`src/rtl/mac_addr_filter_pkg.sv`:
```
// Shared constants and types for the multi-entry Ethernet destination-address filter.
// The result-type codes are what the RX framer sees on match_type.
package mac_addr_filter_pkg;

    localparam logic [1:0] MT_UNICAST = 2'd0;
    localparam logic [1:0] MT_BCAST   = 2'd1;
    localparam logic [1:0] MT_MCAST   = 2'd2;
    localparam logic [1:0] MT_PROMISC = 2'd3;

    typedef enum logic [1:0] {
        IDLE = 2'd0,
        CMP  = 2'd1,
        HIT  = 2'd2,
        MISS = 2'd3
    } state_t;

    // match_idx is at least one bit wide even for a single-entry table.
    function automatic int idx_width(input int n);
        return (n > 1) ? $clog2(n) : 1;
    endfunction

endpackage

```
`src/rtl/mac_addr_filter_if.sv`:
```
// Framer-side handshake of the address filter: go/data toward the filter,
// the done strobe and its classification back toward the framer.
interface mac_addr_filter_if #(
    parameter int NUM_ADDR = 4
);
    import mac_addr_filter_pkg::*;

    localparam int IDX_W = idx_width(NUM_ADDR);

    logic             go;
    logic [7:0]       data;
    logic             match;
    logic [1:0]       match_type;
    logic [IDX_W-1:0] match_idx;
    logic             done;

    modport master (
        output go, data,
        input  match, match_type, match_idx, done
    );

    modport slave (
        input  go, data,
        output match, match_type, match_idx, done
    );

endinterface

```
`src/rtl/mac_addr_filter_entry_cmp.sv`:
```
// One unicast table entry: picks the entry byte addressed by the shared byte
// counter and keeps a sticky "still matching" candidate bit for the current DA.
module mac_addr_filter_entry_cmp
    import mac_addr_filter_pkg::*;
#(
    parameter int ADDR_BYTES = 6,
    parameter int CNT_W      = 3
) (
    input  logic                    clk,
    input  logic                    reset,
    input  logic                    go,
    input  logic                    step,
    input  logic [CNT_W-1:0]        cnt,
    input  logic [7:0]              data,
    input  logic [ADDR_BYTES*8-1:0] entry,
    input  logic                    valid,
    output logic                    cand_next
);

    logic       cand;
    logic [7:0] byte0;
    logic [7:0] byte_k;

    assign byte0 = entry[ADDR_BYTES*8-1 -: 8];

    always_comb begin
        byte_k = byte0;
        for (int k = 1; k < ADDR_BYTES; k++) begin
            if (cnt == CNT_W'(k)) begin
                byte_k = entry[(ADDR_BYTES-1-k)*8 +: 8];
            end
        end
    end

    // The next value is exported so the top can decide on the same edge the byte is compared.
    always_comb begin
        cand_next = cand;
        if (go) begin
            cand_next = valid & (data == byte0);
        end else if (step) begin
            cand_next = cand & valid & (data == byte_k);
        end
    end

    always_ff @(posedge clk) begin
        if (reset) begin
            cand <= 1'b0;
        end else begin
            cand <= cand_next;
        end
    end

endmodule

```
`src/rtl/mac_addr_filter.sv`:
```
// Byte-serial destination-address filter: NUM_ADDR parallel unicast entries plus
// broadcast, multicast and promiscuous acceptance, with a one-cycle done strobe.
module mac_addr_filter
    import mac_addr_filter_pkg::*;
#(
    parameter int NUM_ADDR   = 4,
    parameter int ADDR_BYTES = 6
) (
    input  logic                             clk,
    input  logic                             reset,
    mac_addr_filter_if.slave                 bus,
    input  logic [NUM_ADDR*ADDR_BYTES*8-1:0] addr_table,
    input  logic [NUM_ADDR-1:0]              addr_valid,
    input  logic                             promisc,
    input  logic                             pass_bcast,
    input  logic                             pass_mcast
);

    localparam int CNT_W = $clog2(ADDR_BYTES + 1);
    localparam int IDX_W = idx_width(NUM_ADDR);

    state_t           state;
    logic [CNT_W-1:0] cnt;
    logic             bcast;
    logic             mcast;
    logic             promisc_q;
    logic             pass_bcast_q;
    logic             pass_mcast_q;
    logic             done_q;
    logic             match_q;
    logic [1:0]       type_q;
    logic [IDX_W-1:0] idx_q;

    logic                step;
    logic [NUM_ADDR-1:0] cand_next;
    logic                byte_ff;
    logic                bcast_next;
    logic                mcast_next;
    logic                eff_promisc;
    logic                eff_bcast;
    logic                eff_mcast;
    logic                accept;
    logic                last_byte;
    logic [1:0]          hit_type;
    logic [IDX_W-1:0]    hit_idx;

    assign step = (state == CMP) && !bus.go;

    for (genvar i = 0; i < NUM_ADDR; i++) begin : g_entry
        mac_addr_filter_entry_cmp #(
            .ADDR_BYTES (ADDR_BYTES),
            .CNT_W      (CNT_W)
        ) u_entry (
            .clk       (clk),
            .reset     (reset),
            .go        (bus.go),
            .step      (step),
            .cnt       (cnt),
            .data      (bus.data),
            .entry     (addr_table[i*ADDR_BYTES*8 +: ADDR_BYTES*8]),
            .valid     (addr_valid[i]),
            .cand_next (cand_next[i])
        );
    end

    // On the go cycle the mode flags come straight from the ports; later bytes use the latched copy.
    assign byte_ff     = (bus.data == 8'hFF);
    assign bcast_next  = bus.go ? byte_ff : (bcast & byte_ff);
    assign mcast_next  = bus.go ? bus.data[0] : mcast;
    assign eff_promisc = bus.go ? promisc : promisc_q;
    assign eff_bcast   = bus.go ? pass_bcast : pass_bcast_q;
    assign eff_mcast   = bus.go ? pass_mcast : pass_mcast_q;
    assign accept      = (|cand_next) | (bcast_next & eff_bcast) |
                         (mcast_next & eff_mcast) | eff_promisc;
    assign last_byte   = !bus.go && (cnt == CNT_W'(ADDR_BYTES - 1));

    always_comb begin
        hit_idx = '0;
        for (int i = NUM_ADDR - 1; i >= 0; i--) begin
            if (cand_next[i]) begin
                hit_idx = IDX_W'(i);
            end
        end
    end

    always_comb begin
        hit_type = MT_PROMISC;
        if (|cand_next) begin
            hit_type = MT_UNICAST;
        end else if (bcast_next & eff_bcast) begin
            hit_type = MT_BCAST;
        end else if (mcast_next & eff_mcast) begin
            hit_type = MT_MCAST;
        end
    end

    // go restarts the compare from any state; done/match are only ever set on entry to HIT/MISS.
    always_ff @(posedge clk) begin
        if (reset) begin
            state        <= IDLE;
            cnt          <= '0;
            bcast        <= 1'b0;
            mcast        <= 1'b0;
            promisc_q    <= 1'b0;
            pass_bcast_q <= 1'b0;
            pass_mcast_q <= 1'b0;
            done_q       <= 1'b0;
            match_q      <= 1'b0;
            type_q       <= MT_UNICAST;
            idx_q        <= '0;
        end else begin
            done_q  <= 1'b0;
            match_q <= 1'b0;
            type_q  <= MT_UNICAST;
            idx_q   <= '0;
            if (bus.go) begin
                promisc_q    <= promisc;
                pass_bcast_q <= pass_bcast;
                pass_mcast_q <= pass_mcast;
                bcast        <= bcast_next;
                mcast        <= bus.data[0];
                cnt          <= CNT_W'(1);
                if (!accept) begin
                    state  <= MISS;
                    done_q <= 1'b1;
                end else begin
                    state <= CMP;
                end
            end else begin
                case (state)
                    CMP: begin
                        bcast <= bcast_next;
                        cnt   <= cnt + 1'b1;
                        if (!accept) begin
                            state  <= MISS;
                            done_q <= 1'b1;
                        end else if (last_byte) begin
                            state   <= HIT;
                            done_q  <= 1'b1;
                            match_q <= 1'b1;
                            type_q  <= hit_type;
                            idx_q   <= hit_idx;
                        end
                    end
                    HIT, MISS: begin
                        state <= IDLE;
                    end
                    default: begin
                        state <= IDLE;
                    end
                endcase
            end
        end
    end

    assign bus.done       = done_q;
    assign bus.match      = match_q;
    assign bus.match_type = type_q;
    assign bus.match_idx  = idx_q;

endmodule
```
`src/flat_wrapper.sv`:
```
// flat-port wrapper written by rule: the top's interface ports become plain ports
module mac_addr_filter_flat import mac_addr_filter_pkg::*;
#(
    parameter int NUM_ADDR   = 4,
    parameter int ADDR_BYTES = 6
)
  (clk, reset, addr_table, addr_valid, promisc, pass_bcast, pass_mcast, bus_go, bus_data, bus_match, bus_match_type, bus_match_idx, bus_done);
  mac_addr_filter_if #(.NUM_ADDR(NUM_ADDR)) bus_i ();
  input  logic clk;
  input  logic reset;
  input  logic [NUM_ADDR*ADDR_BYTES*8-1:0] addr_table;
  input  logic [NUM_ADDR-1:0] addr_valid;
  input  logic promisc;
  input  logic pass_bcast;
  input  logic pass_mcast;
  input wire logic [$bits(bus_i.go)-1:0] bus_go;
  input wire logic [$bits(bus_i.data)-1:0] bus_data;
  output wire logic [$bits(bus_i.match)-1:0] bus_match;
  output wire logic [$bits(bus_i.match_type)-1:0] bus_match_type;
  output wire logic [$bits(bus_i.match_idx)-1:0] bus_match_idx;
  output wire logic [$bits(bus_i.done)-1:0] bus_done;
  assign bus_i.go = bus_go;
  assign bus_i.data = bus_data;
  assign bus_match = bus_i.match;
  assign bus_match_type = bus_i.match_type;
  assign bus_match_idx = bus_i.match_idx;
  assign bus_done = bus_i.done;
  mac_addr_filter #(.NUM_ADDR(NUM_ADDR), .ADDR_BYTES(ADDR_BYTES)) u_core (.clk(clk), .reset(reset), .bus(bus_i), .addr_table(addr_table), .addr_valid(addr_valid), .promisc(promisc), .pass_bcast(pass_bcast), .pass_mcast(pass_mcast));
endmodule
```
`config.mk`:
```
export PLATFORM = sky130hd
export DESIGN_NAME = mac_addr_filter_flat
export DESIGN_NICKNAME = d
export VERILOG_FILES = /design/src/rtl/mac_addr_filter_pkg.sv /design/src/rtl/mac_addr_filter_if.sv /design/src/rtl/mac_addr_filter_entry_cmp.sv /design/src/rtl/mac_addr_filter.sv /design/src/flat_wrapper.sv
export SDC_FILE = /design/constraint.sdc
export NUM_CORES = 1
export LEC_CHECK = 0
export ABC_AREA = 0
export BUFFER_PORTS_ARGS = -buffer_cell sky130_fd_sc_hd__buf_2
export CAP_MARGIN = 10
export CORE_AREA = 2 2 77 133
export CTS_CLUSTER_DIAMETER = 150
export DETAILED_ROUTE_END_ITERATION = 10
export DIE_AREA = 0 0 79 135
export PLACE_DENSITY = 0.79
export SLEW_MARGIN = 20
export SYNTH_ARGS = -nofsm -noshare
export SYNTH_HDL_FRONTEND = slang
export SYNTH_SLANG_ARGS = --single-unit
```
`constraint.sdc`:
```
create_clock -name clk -period 4.08 [get_ports clk]
set_input_delay 0.204 -clock clk [delete_from_list [all_inputs] [get_ports clk]]
set_output_delay 0.204 -clock clk [all_outputs]
set_load 0.05 [all_outputs]
```
==> results.md <==
* Result of the run: complete, no violations
* Post-cts repair resize count at 0
* Slew @ Worst Pin at 0.802 ns
* Maximum fanout encountered on the critical timing path at 13
* RSZ-0062 raised after global routing: no
* Total global-route track usage at 0.408
* Top flip-flop cell by instance count after synthesis: sky130_fd_sc_hd__dfxtp_1
* Number of design rule violations left after detail routing at 0
* H-tree level count at 1
* TritonCTS clock tree: yes
* Count of final hold-check violations at 0
* Antenna violation net count after detailed routing at 0
* Proportion of synthesized flip-flops having asynchronous set or reset at 0
* Area grow syn2layout at 26.5%
* Cell area after synthesis at 0.00449 mm²
* Area fraction in compound gates after synthesis at 0.391
* Post-synth net total at 852
* Number of buffers inserted to repair setup after CTS at 0
* DRT Pass-1 Iters at 5
* Drt initial violations at 598
* Metal-1 WL at 7440 µm
* Number of library cell types mapped by synthesis at 90
* HP Class: input port to register
* Biggest area consumer among synthesized cells: sky130_fd_sc_hd__dfxtp_1
* Number of global-route vias before repair at 6,267
* Length of routed met3 wiring at 2210 µm
* Leading cell type by number of instances after synthesis: sky130_fd_sc_hd__a21oi_1
* Arrival @ worst endpoint at 3.94 ns
* Worst Setup Path Type: register to register
* Clock slew at the register clock pins of the worst setup and hold paths at 0.05 ns
* Highest metal layer with signal wires: met4
* Synth Area in XOR/XNOR at 0.0858
* Synthesis warning total at 0
* Number of flops mapped to enable cells by yosys at 0
* Achievable Freq at 264 MHz
* Leak pwr at 2.44 nW
* DP Worst Slack at 0.566 ns
* Post-Synth Adder-Cell Area at 0.0139
* Antenna diode instance count at 0
* Wire length reported by the detailed router at 22,800 µm
* Placeable core area at 0.00953 mm²
* Effective utilization at floorplan at 0.471
* Share of layout cells above drive strength 1 at 0.331
* Pin count of the biggest net entering global routing at 73
* FF-to-FF setup slack at 0.29 ns
* Clock Sink Count at 20
* Worst path required time at 4.24 ns
* Number of vias after detailed routing at 6,385
* CTS root buffer: sky130_fd_sc_hd__clkbuf_16
* Vertical die dimension at 135 µm
* Leading cell types by total area after synthesis: sky130_fd_sc_hd__dfxtp_1 8.9%, sky130_fd_sc_hd__a21oi_1 6.6%, sky130_fd_sc_hd__xor2_1 5.8%, sky130_fd_sc_hd__buf_2 3.9%, sky130_fd_sc_hd__o21ai_0 3.9%
* Syn_area_per_cell at 7.05 µm²
* Maximum vdd ir drop at 319 µV
* Area share of the leading cell type in the synthesized netlist at 0.0891
* Final setup violation count at 0
* Post-synthesis sequential element count at 20
* Post-synthesis simple-gate area fraction at 0.303
* Number of max-capacitance violations reported at 0
* Met2 Routed Length at 11,400 µm
* Top-level I/O count at 216
* Final #Nets at 1,032
* Largest buffer count on any clock path at 2
* CTS buffer count at 3
* Minimum period implied by the final worst setup slack at 3.79 ns
* Area enclosed by the die boundary at 0.0107 mm²
* Type of origin of the critical path: register
* Routability congestion estimate at 1.02
* Multiplexer share of the synthesized area at 0.0323
* Share of the core filled with cells in the final layout at 0.597
* Antenna violations before repair at 0
* Max-slew violation count at 0
* Combinational family with the most area after synthesis: compound AO/OA/AOI/OAI gates
* Category of the worst setup path capture point: register
* Final period util at 0.928
* Power Density at 190 mW/mm²
* Die boundary width at 79 µm
* Share of synthesized area occupied by flip-flops and latches at 0.0891
* Post-detailed-route via-to-cell ratio at 6.81
* Row count at 47
* Hpwl dp at 17,500 µm
* Synth top cells by count: 59 x sky130_fd_sc_hd__a21oi_1, 43 x sky130_fd_sc_hd__nand2_1, 38 x sky130_fd_sc_hd__nor2_1
* Sum of overflow across all layers after global routing at 0
* Clock Skews at 0.000983 ns
* Final TNS setup at 0 ns
* Wire length of the first global-routing pass at 33,400 µm
* Count of buffers inserted at the top-level ports at 215
* Count of mapped cells out of synthesis at 637
* Relative max-transition margin at 0.465
* PnR worst setup slack at 0.294 ns
* Clock Latency Late Sink at 0.26 ns
* # hold bufs at CTS at 0
* Mean routed wirelength per cell at 24.3 µm
-- worst paths after layout --
path,end,depth (start not counted),start
worst max register to register,u_core.state[0]$_SDFFE_PP0P_,11,u_core.cnt[0]$_SDFFE_PP0P_
worst min register to register,u_core.pass_bcast_q$_SDFF_PP0_,2,u_core.pass_bcast_q$_SDFF_PP0_
worst max-delay path,u_core.state[0]$_SDFFE_PP0P_,11,u_core.cnt[0]$_SDFFE_PP0P_
worst min-delay path,u_core.promisc_q$_SDFF_PP0_,3,promisc
-- final cells by class --
class	count	area, µm²
Sequential cell	20	402
Timing Repair Buffer	235	1260
Fill cell	978	3840
Clock buffer	4	88.8
Inverter	18	67.6
Tap cell	122	153
Multi-Input combinational cell	539	3710
-- stage by stage --
| step | area, µm² | power (mW) | std cells | hold WS [ns] |
|---|---|---|---|---|
| finish | 5680 | 1.08 | 938 | 0.213 |
| global route | 5680 | 1.13 | 938 | 0.238 |
| CTS | 5680 | 1.06 | 938 | 0.216 |
| detailed placement | 5590 | 0.836 | 934 | 0.464 |
| global placement | 5590 | 0.831 | 934 | 0.456 |
| floorplan | 4490 | 0.592 | 637 | 0.276 |
-- flip-flops by register name, indices dropped and copies added, names as in the netlist, 2 cells and up --
register,cells
u_core.cnt,3
u_core.state,2
u_core.bus.match_type,2
u_core.g_entry.u_entry.cand,4
u_core.bus.match_idx,2
-- worst max-delay path, cell delays in order, from the launching register on --
cell	delay [ns]
sky130_fd_sc_hd__dfxtp_1	0.35
sky130_fd_sc_hd__inv_1	0.10
sky130_fd_sc_hd__ha_1	0.52
sky130_fd_sc_hd__and2_1	0.74
sky130_fd_sc_hd__a221o_1	0.29
sky130_fd_sc_hd__nand2_1	0.06
sky130_fd_sc_hd__mux2_1	0.34
sky130_fd_sc_hd__nand4_1	0.15
sky130_fd_sc_hd__o31ai_4	0.11
sky130_fd_sc_hd__nor4bb_2	0.51
sky130_fd_sc_hd__nand3_2	0.21
sky130_fd_sc_hd__a211oi_1	0.30
-- power breakdown --
part	leakage, nW	internal, mW	switching (mW)
clock	0.0442	0.150	0.0754
sequential	0.164	0.202	0.00408
combinational	2.23	0.273	0.376
total	2.44	0.625	0.456
-- placed cells by master, fill, tap and decap left out, types with 11 or more instances in the layout --
cell type                  synthesis  final
sky130_fd_sc_hd__a21oi_1          59     59
sky130_fd_sc_hd__buf_4             7     17
sky130_fd_sc_hd__dfxtp_1          20     19
sky130_fd_sc_hd__o21ai_0          35     35
sky130_fd_sc_hd__nor4_1           12     12
sky130_fd_sc_hd__xnor2_1          14     14
sky130_fd_sc_hd__buf_2            35    215
sky130_fd_sc_hd__nand3b_1         11     11
sky130_fd_sc_hd__o22ai_1          11     11
sky130_fd_sc_hd__inv_1            14     14
sky130_fd_sc_hd__xor2_1           30     30
sky130_fd_sc_hd__nor2_1           38     38
sky130_fd_sc_hd__o21a_1           11     11
sky130_fd_sc_hd__nand4_1          11     11
sky130_fd_sc_hd__nand2b_1         19     19
sky130_fd_sc_hd__nand3_1          13     13
sky130_fd_sc_hd__nor2b_1          26     26
sky130_fd_sc_hd__nor3_1           12     12
sky130_fd_sc_hd__nand2_1          43     43
-- metal layers --
metal | GRT usage | up-vias
met4 | 0.289 | 0
met5 | 0 | -
li1 | - | 2795
met2 | 0.729 | 525
met3 | 0.0602 | 130
met1 | 0.428 | 2935
-- cell families after synthesis --
| logic type | count (synthesis) |
|---|---|
| XOR/XNOR | 44 |
| AND/OR/NAND/NOR | 235 |
| AO/OA/AOI/OAI | 241 |
| buffers and inverters | 78 |
| flip-flops | 20 |
| multiplexers | 14 |
| adder cells (fa/ha/maj) | 5 |
(Power assumes the default switching activity.)
